### src/rtl/hazard_sched_pkg.sv
// Shared Tuse/Tnew encodings, default MDU latencies and the pipeline slot type.
// The control unit uses the same encodings when it decodes an instruction.
package hazard_sched_pkg;

  localparam logic [1:0] TUSE_NONE = 2'd3;
  localparam logic [1:0] TNEW_LINK = 2'd0;
  localparam logic [1:0] TNEW_ALU  = 2'd1;
  localparam logic [1:0] TNEW_LOAD = 2'd2;

  localparam int MULT_LAT_DEF = 5;
  localparam int DIV_LAT_DEF  = 10;

  typedef struct packed {
    logic [4:0] wa;
    logic [1:0] tnew;
  } slot_t;

  // A slot with wa==0 never matches because src==0 is rejected first.
  function automatic logic src_hazard(input logic [4:0] src, input logic [1:0] tuse,
                                      input slot_t e, input slot_t m);
    logic hit_e;
    logic hit_m;
    hit_e = (src == e.wa) && (tuse < e.tnew);
    hit_m = (src == m.wa) && (tuse < m.tnew);
    return (src != 5'd0) && (tuse != TUSE_NONE) && (hit_e || hit_m);
  endfunction

endpackage

### src/rtl/hazard_sched_if.sv
// Decode-stage to scheduler signal bundle: D-stage operand/destination info in, stall and MDU status out.
interface hazard_sched_if #(
  parameter int CNT_W = 4
);
  logic [4:0]       d_rs;
  logic [4:0]       d_rt;
  logic [1:0]       d_tuse_rs;
  logic [1:0]       d_tuse_rt;
  logic [4:0]       d_wa;
  logic [1:0]       d_tnew;
  logic             d_md;
  logic             d_md_start;
  logic             d_md_div;
  logic             stall;
  logic             md_busy;
  logic [CNT_W-1:0] md_cnt;

  modport master (
    output d_rs, d_rt, d_tuse_rs, d_tuse_rt, d_wa, d_tnew, d_md, d_md_start, d_md_div,
    input  stall, md_busy, md_cnt
  );

  modport slave (
    input  d_rs, d_rt, d_tuse_rs, d_tuse_rt, d_wa, d_tnew, d_md, d_md_start, d_md_div,
    output stall, md_busy, md_cnt
  );
endinterface

### src/rtl/hazard_sched_md_busy_cnt.sv
// MDU busy counter: loads the mult/div latency when an MDU op sits in E, else saturating decrement.
module md_busy_cnt #(
  parameter int MULT_LAT = 5,
  parameter int DIV_LAT  = 10,
  parameter int CNT_W    = 4
) (
  input  logic             clk,
  input  logic             reset,
  input  logic             start,
  input  logic             is_div,
  output logic [CNT_W-1:0] cnt,
  output logic             busy
);
  logic [CNT_W-1:0] cnt_q;
  logic [CNT_W-1:0] cnt_d;

  // A new start overrides whatever is left of the previous operation.
  always_comb begin
    cnt_d = cnt_q;
    if (start) begin
      cnt_d = is_div ? CNT_W'(DIV_LAT) : CNT_W'(MULT_LAT);
    end else if (cnt_q != '0) begin
      cnt_d = cnt_q - CNT_W'(1);
    end
  end

  always_ff @(posedge clk or negedge reset) begin
    if (!reset) begin
      cnt_q <= '0;
    end else begin
      cnt_q <= cnt_d;
    end
  end

  assign cnt  = cnt_q;
  assign busy = start || (cnt_q != '0);
endmodule

### src/rtl/hazard_sched.sv
// hazard_sched: decode-stage stall generator covering E/M operand hazards and the MDU busy window.
// The MDU interlock is built only when HAZARD_SCHED_MDU_EN is defined; otherwise MDU inputs are ignored.
module hazard_sched
  import hazard_sched_pkg::*;
#(
  parameter int MULT_LAT = MULT_LAT_DEF,
  parameter int DIV_LAT  = DIV_LAT_DEF,
  parameter int CNT_W    = 4
) (
  input  logic          clk,
  input  logic          reset,
  hazard_sched_if.slave dif
);
  if ((MULT_LAT >= (1 << CNT_W)) || (DIV_LAT >= (1 << CNT_W))) begin : g_lat_chk
    $error("hazard_sched: CNT_W too narrow for MDU latency");
  end

  slot_t e_q;
  slot_t e_d;
  slot_t m_q;
  slot_t m_d;
  logic  hz_rs;
  logic  hz_rt;
  logic  hz_md;
  logic  stall;

  always_comb begin
    hz_rs = src_hazard(dif.d_rs, dif.d_tuse_rs, e_q, m_q);
    hz_rt = src_hazard(dif.d_rt, dif.d_tuse_rt, e_q, m_q);
    stall = hz_rs || hz_rt || hz_md;
    // A stalled D injects a bubble into E while D itself is held upstream.
    e_d = '0;
    if (!stall) begin
      e_d.wa   = dif.d_wa;
      e_d.tnew = dif.d_tnew;
    end
    m_d.wa   = e_q.wa;
    m_d.tnew = (e_q.tnew == 2'd0) ? 2'd0 : e_q.tnew - 2'd1;
  end

  always_ff @(posedge clk or negedge reset) begin
    if (!reset) begin
      e_q <= '0;
      m_q <= '0;
    end else begin
      e_q <= e_d;
      m_q <= m_d;
    end
  end

  assign dif.stall = stall;

`ifdef HAZARD_SCHED_MDU_EN
  logic             e_md_start_q;
  logic             e_md_start_d;
  logic             e_md_div_q;
  logic             e_md_div_d;
  logic             md_busy;
  logic [CNT_W-1:0] md_cnt;

  always_comb begin
    e_md_start_d = dif.d_md_start && !stall;
    e_md_div_d   = dif.d_md_div && !stall;
  end

  always_ff @(posedge clk or negedge reset) begin
    if (!reset) begin
      e_md_start_q <= 1'b0;
      e_md_div_q   <= 1'b0;
    end else begin
      e_md_start_q <= e_md_start_d;
      e_md_div_q   <= e_md_div_d;
    end
  end

  md_busy_cnt #(
    .MULT_LAT (MULT_LAT),
    .DIV_LAT  (DIV_LAT),
    .CNT_W    (CNT_W)
  ) u_md_busy_cnt (
    .clk    (clk),
    .reset  (reset),
    .start  (e_md_start_q),
    .is_div (e_md_div_q),
    .cnt    (md_cnt),
    .busy   (md_busy)
  );

  assign hz_md       = dif.d_md && md_busy;
  assign dif.md_busy = md_busy;
  assign dif.md_cnt  = md_cnt;
`else
  logic unused_md;
  assign unused_md   = ^{dif.d_md, dif.d_md_start, dif.d_md_div};
  assign hz_md       = 1'b0;
  assign dif.md_busy = 1'b0;
  assign dif.md_cnt  = {CNT_W{1'b0}};
`endif
endmodule

### src/flat_wrapper.sv
// flat-port wrapper written by rule: the top's interface ports become plain ports
module hazard_sched_flat import hazard_sched_pkg::*;
#(
  parameter int MULT_LAT = MULT_LAT_DEF,
  parameter int DIV_LAT  = DIV_LAT_DEF,
  parameter int CNT_W    = 4
)
  (clk, reset, dif_d_rs, dif_d_rt, dif_d_tuse_rs, dif_d_tuse_rt, dif_d_wa, dif_d_tnew, dif_d_md, dif_d_md_start, dif_d_md_div, dif_stall, dif_md_busy, dif_md_cnt);
  hazard_sched_if #(.CNT_W(CNT_W)) dif_i ();
  input  logic clk;
  input  logic reset;
  input wire logic [$bits(dif_i.d_rs)-1:0] dif_d_rs;
  input wire logic [$bits(dif_i.d_rt)-1:0] dif_d_rt;
  input wire logic [$bits(dif_i.d_tuse_rs)-1:0] dif_d_tuse_rs;
  input wire logic [$bits(dif_i.d_tuse_rt)-1:0] dif_d_tuse_rt;
  input wire logic [$bits(dif_i.d_wa)-1:0] dif_d_wa;
  input wire logic [$bits(dif_i.d_tnew)-1:0] dif_d_tnew;
  input wire logic [$bits(dif_i.d_md)-1:0] dif_d_md;
  input wire logic [$bits(dif_i.d_md_start)-1:0] dif_d_md_start;
  input wire logic [$bits(dif_i.d_md_div)-1:0] dif_d_md_div;
  output wire logic [$bits(dif_i.stall)-1:0] dif_stall;
  output wire logic [$bits(dif_i.md_busy)-1:0] dif_md_busy;
  output wire logic [$bits(dif_i.md_cnt)-1:0] dif_md_cnt;
  assign dif_i.d_rs = dif_d_rs;
  assign dif_i.d_rt = dif_d_rt;
  assign dif_i.d_tuse_rs = dif_d_tuse_rs;
  assign dif_i.d_tuse_rt = dif_d_tuse_rt;
  assign dif_i.d_wa = dif_d_wa;
  assign dif_i.d_tnew = dif_d_tnew;
  assign dif_i.d_md = dif_d_md;
  assign dif_i.d_md_start = dif_d_md_start;
  assign dif_i.d_md_div = dif_d_md_div;
  assign dif_stall = dif_i.stall;
  assign dif_md_busy = dif_i.md_busy;
  assign dif_md_cnt = dif_i.md_cnt;
  hazard_sched #(.MULT_LAT(MULT_LAT), .DIV_LAT(DIV_LAT), .CNT_W(CNT_W)) u_core (.clk(clk), .reset(reset), .dif(dif_i));
endmodule
### config.mk
export PLATFORM = sky130hd
export DESIGN_NAME = hazard_sched_flat
export DESIGN_NICKNAME = d
export VERILOG_FILES = /design/src/rtl/hazard_sched_pkg.sv /design/src/rtl/hazard_sched_if.sv /design/src/rtl/hazard_sched_md_busy_cnt.sv /design/src/rtl/hazard_sched.sv /design/src/flat_wrapper.sv
export SDC_FILE = /design/constraint.sdc
export NUM_CORES = 1
export LEC_CHECK = 0
export ABC_AREA = 1
export BUFFER_PORTS_ARGS = -buffer_cell sky130_fd_sc_hd__buf_4
export CAP_MARGIN = 20
export CORE_UTILIZATION = 40
export CTS_BUF_LIST = sky130_fd_sc_hd__clkbuf_4
export CTS_CLUSTER_SIZE = 16
export DETAILED_ROUTE_END_ITERATION = 6
export GPL_ROUTABILITY_DRIVEN = 0
export GPL_TIMING_DRIVEN = 0
export PLACE_DENSITY = 0.66
export SLEW_MARGIN = 10
export SYNTH_ARGS = -nofsm -noshare
export SYNTH_HDL_FRONTEND = slang
export SYNTH_SLANG_ARGS = --single-unit
### constraint.sdc
create_clock -name clk -period 2.55 [get_ports clk]
set_input_delay 0.255 -clock clk [delete_from_list [all_inputs] [get_ports clk]]
set_output_delay 0.255 -clock clk [all_outputs]
set_load 0.005 [all_outputs]
### Yosys cells after proc, flatten, opt, wreduce, memory -nomap -nowiden

Index checks and enable logic that the tools add are counted.

* logic and storage cells: 31
* output and inout port bits: 6
* input port bits: 26
* bits in registers: 14

* order comparisons: 4
* equality and inequality tests: 6
* reduce and logical (&&, ||, !) cells: 14
* $add $sub $neg: 1
* mux-type cells: 2

Operators by type and width (count)
* $eq A5 B5 Y1: 4
* $reduce_bool A5 Y1: 2
* $logic_and A1 B1 Y1: 8
* $lt A2 B2 Y1: 4
* $mux W7: 1
* $ne A2 B2 Y1 const B: 2
* $logic_or A1 B1 Y1: 3
* $logic_not A2 Y1: 1
* $mux W2: 1
* $sub A2 B1 Y2 const B: 1

### Depth between registers and ports, before layout

* word-level depth: 6
* depth in mapped cells: 11
* gate-level depth less buffers: 11

### Least setup slack after synthesis

Ideal clock, no wire load.

* path kind: reg2out
* start point: register u_core.e_q[1] (netlist name)
* end point: output port dif_stall
* path buffers: 0
* slack: 1.164 ns
* arrival time: 1.131 ns
* required time: 2.295 ns
* cell stages (with the launch flop): 9
* path through: dfrtp_1 inv_1 ha_1 a21boi_0 nor2_1 nand3_1 nand2_1 nand2_2 nand2_4

* longest elaborated chain between the ends: 5
* elaborated cells on any way between the ends: 9
* classes of those cells: order compare (2); reduce/logical (7)

RTL lines
* from (decl): line hazard_sched.sv:18 `slot_t e_q;`
* from (signal assigned): line hazard_sched.sv:43 `e_q <= '0;`
* from (signal assigned): line hazard_sched.sv:46 `e_q <= e_d;`
* $lt A2 B2 Y1: line hazard_sched_pkg.sv:23 `hit_e = (src == e.wa) && (tuse < e.tnew);`
* $logic_and A1 B1 Y1: line hazard_sched_pkg.sv:23
* $logic_or A1 B1 Y1: line hazard_sched_pkg.sv:25 `return (src != 5'd0) && (tuse != TUSE_NONE) && (hit_e || hit_m);`
* $logic_and A1 B1 Y1: line hazard_sched_pkg.sv:25
* $logic_or A1 B1 Y1 (*): line hazard_sched.sv:30 `stall = hz_rs || hz_rt || hz_md;`
* to (decl): line flat_wrapper.sv:21 `output wire logic [$bits(dif_i.stall)-1:0] dif_stall;`

Every way passes the cells marked *; elsewhere a longest branch is shown, timed or not.

### Final worst setup path

Ends and elaborated chain as after synthesis.

==> impl_metrics.py <==
metrics = {
    "outcome": {
        "status": "finished clean",
    },
    "timing": {
        "period_minus_slack_ns": 1.90,
        "setup_violations": 0,
        "hold_ws_ns": 0.201,
        "finClkSkew_ns": 0.00348,
        "rsz0062_at_grt": "no",
        "hold_violations": 0,
        "setup_tns_ns": 0,
        "layout_setup_ws_ns": 0.652,
        "finalMaxSlewViolations": 0,
        "min_period_over_period": 0.744,
        "clock.fmax_ghz": 0.527,
    },
    "floorplanning": {
        "core_um2": 2250,
        "die-area_um2": 2630,
        "die_h_um": 51.3,
        "die_w_um": 51.3,
        "rows": 17,
        "ios": 32,
        "initial_core_util": 0.431,
    },
    "placement": {
        "dp_hpwl_mm": 1.70,
        "placed_cells": 204,
        "pre_cts_ws_ns": 0.912,
        "port_buffers": 23,
    },
    "global_routing": {
        "gr-total-overflow": 0,
        "grt_pass1_wl_mm": 3.35,
        "grt_max_degree": 15,
        "first_global_vias": 881,
        "antenna_found_initial": 0,
        "grt_usage": 0.169,
    },
    "route": {
        "num_vias": 941,
        "wirelength_mm": 2.01,
        "ant_nets": 0,
        "first_pass_iters": 4,
        "wire_per_inst_um": 9.68,
        "drc": 0,
        "drt_iter0_markers": 20,
        "viasPerCell": 4.52,
    },
    "final_layout": {
        "drive_above_1_share": 0.194,
        "layout_common_cells": "nand2_1, inv_1, buf_4, nor2_1, dfrtp_1",
        "multi_input_area_um2": 479,
        "diodes": 0,
        "stdcell_count": 208,
        "layout_commonest_cell": "nand2_1",
        "fillerInstances": 231,
        "finalNetCount": 212,
        "regArea_um2": 350,
        "syn2layout_area_growth_pct": 26.3,
    },
    "yosys": {
        "synth_cell_types": 18,
        "syn_area_per_cell_um2": 6.52,
        "synth_top_area_share": 0.360,
        "yosysSeqAreaShare": 0.360,
        "syn_area_um2": 972,
        "synth_seq_cells": 14,
        "synth_area_leaders": "dfrtp_1, nand2_1, inv_1",
        "ys_warn_count": 0,
        "synthesis.instances": 149,
        "yosysTopAreaCell": "dfrtp_1",
    },
    "worst_setup_path": {
        "reg2reg_depth": 9,
        "worstPathMaxFanout": 8,
        "rrSetupSlack_ns": 1.13,
        "worstPathArrival_ns": 1.64,
        "worst_setup_path_end_kind": "output pin",
        "startpoint_type": "flip-flop",
        "required_ns": 2.30,
        "worst-setup-path-type": "flip-flop to output pin",
        "reg2reg_from": "u_core.e_q[1]",
        "r2r_end": "u_core.e_q[6]",
    },
    "clock_tree": {
        "cts_resized": 0,
        "clockRootBuffer": "clkbuf_4",
        "clk_pin_slew_worst_paths_ns": 0.07,
        "h-tree-depth": 1,
        "cts_buffer_depth": 2,
        "cts_sinks": 14,
        "insertion_delay_ns": 0.26,
        "cts_buffers": 3,
        "cts_tree": "built",
        "post-cts-setup-buffer-count": 0,
        "hold_buffers": 1,
    },
    "flow_run": {
        "cap_violations": 0,
    },
    "power_and_ir_drop": {
        "power_mw": 0.507,
        "power_density_nw_per_um2": 413,
        "vdd_drop_max_mv": 0.309,
        "power.leakage_nw": 0.755,
    },
    "worst_hold_path": {
        "worstHoldEndpoint": "u_core.e_q[0]",
        "min-delay-start": "dif_d_tnew[0]",
        "hp-class": "input port to flip-flop",
        "holdPathStages": 3,
    },
}
final cells by class:
class / count / share of cell area
Timing Repair Buffer: 24 / 0.149
Tap cell: 28 / 0.0285
Sequential cell: 14 / 0.285
Clock buffer: 3 / 0.0183
Buffer: 5 / 0.0306
Multi-Input combinational cell: 102 / 0.390
Inverter: 32 / 0.0979
metal layers:
layer / up-vias / track usage / routed length [µm]
met2: 31 / 0.307 / 969
met5: - / 0 / 0
li1: 487 / - / -
met1: 419 / 0.202 / 900
met3: 4 / 0.00893 / 116
met4: 0 / 0.0811 / 27
logic make-up after synthesis:
kind of cell / count (synthesis) / share of synthesized area
AOI/OAI and AO/OA: 7 / 0.0412
buffers and inverters: 37 / 0.162
DFF: 14 / 0.360
xor gates and xnor gates: 5 / 0.0450
and+or+nand+nor: 81 / 0.336
other: 1 / 0.00386
adders and majority gates: 4 / 0.0515
critical path: stages, from the launching register on:
cell and delay, ns:
dfrtp_1 0.38, inv_1 0.12, ha_1 0.24, a21boi_0 0.12, nor2_1 0.09, nand3_1 0.08, nand2_1 0.08, nand2_2 0.07
nand2_4 0.10, buf_4 0.12
Yosys cell counts (all sizes together):
cell type  count
a21boi         1
a21oi          2
buf            5
conb           1
dfrtp         14
ha             4
inv           32
nand2         54
nand3          6
nand4          1
nor2          20
o21ai          3
o21bai         1
xnor2          1
xor2           4
how the worst max path moves through the flow:
stage / startpoint / end / slack (ns) / cells after the start
after floorplan: u_core.e_q[1] / dif_stall / 1.16 / 8
after global placement: u_core.e_q[1] / dif_stall / 0.93 / 9
after detailed placement: u_core.e_q[1] / dif_stall / 0.91 / 9
after CTS: u_core.e_q[1] / dif_stall / 0.62 / 9
after global routing: u_core.e_q[1] / dif_stall / 0.52 / 9
final: u_core.e_q[1] / dif_stall / 0.65 / 9
state kept, by name, summed over array words and instances, names as in the netlist:
name        cells
u_core.e_q      7
u_core.m_q      7
report_power, final:
group / leakage [nW] / internal [mW] / total [mW] / switching (mW)
clock: 0.0138 / 0.0544 / 0.111 / 0.0568
combinational: 0.574 / 0.0664 / 0.139 / 0.0731
sequential: 0.167 / 0.240 / 0.256 / 0.0158
stage by stage:
| step | area, µm² | utilization |
|---|---|---|
| 6_report | 1230 | 0.544 |
| 5_1_grt | 1230 | 0.544 |
| 4_1_cts | 1230 | 0.544 |
| 3_5_place_dp | 1190 | 0.530 |
| 3_3_place_gp | 1190 | 0.530 |
| 2_1_floorplan | 987 | - |
Note: power is estimated with default switching activity, not from simulation.
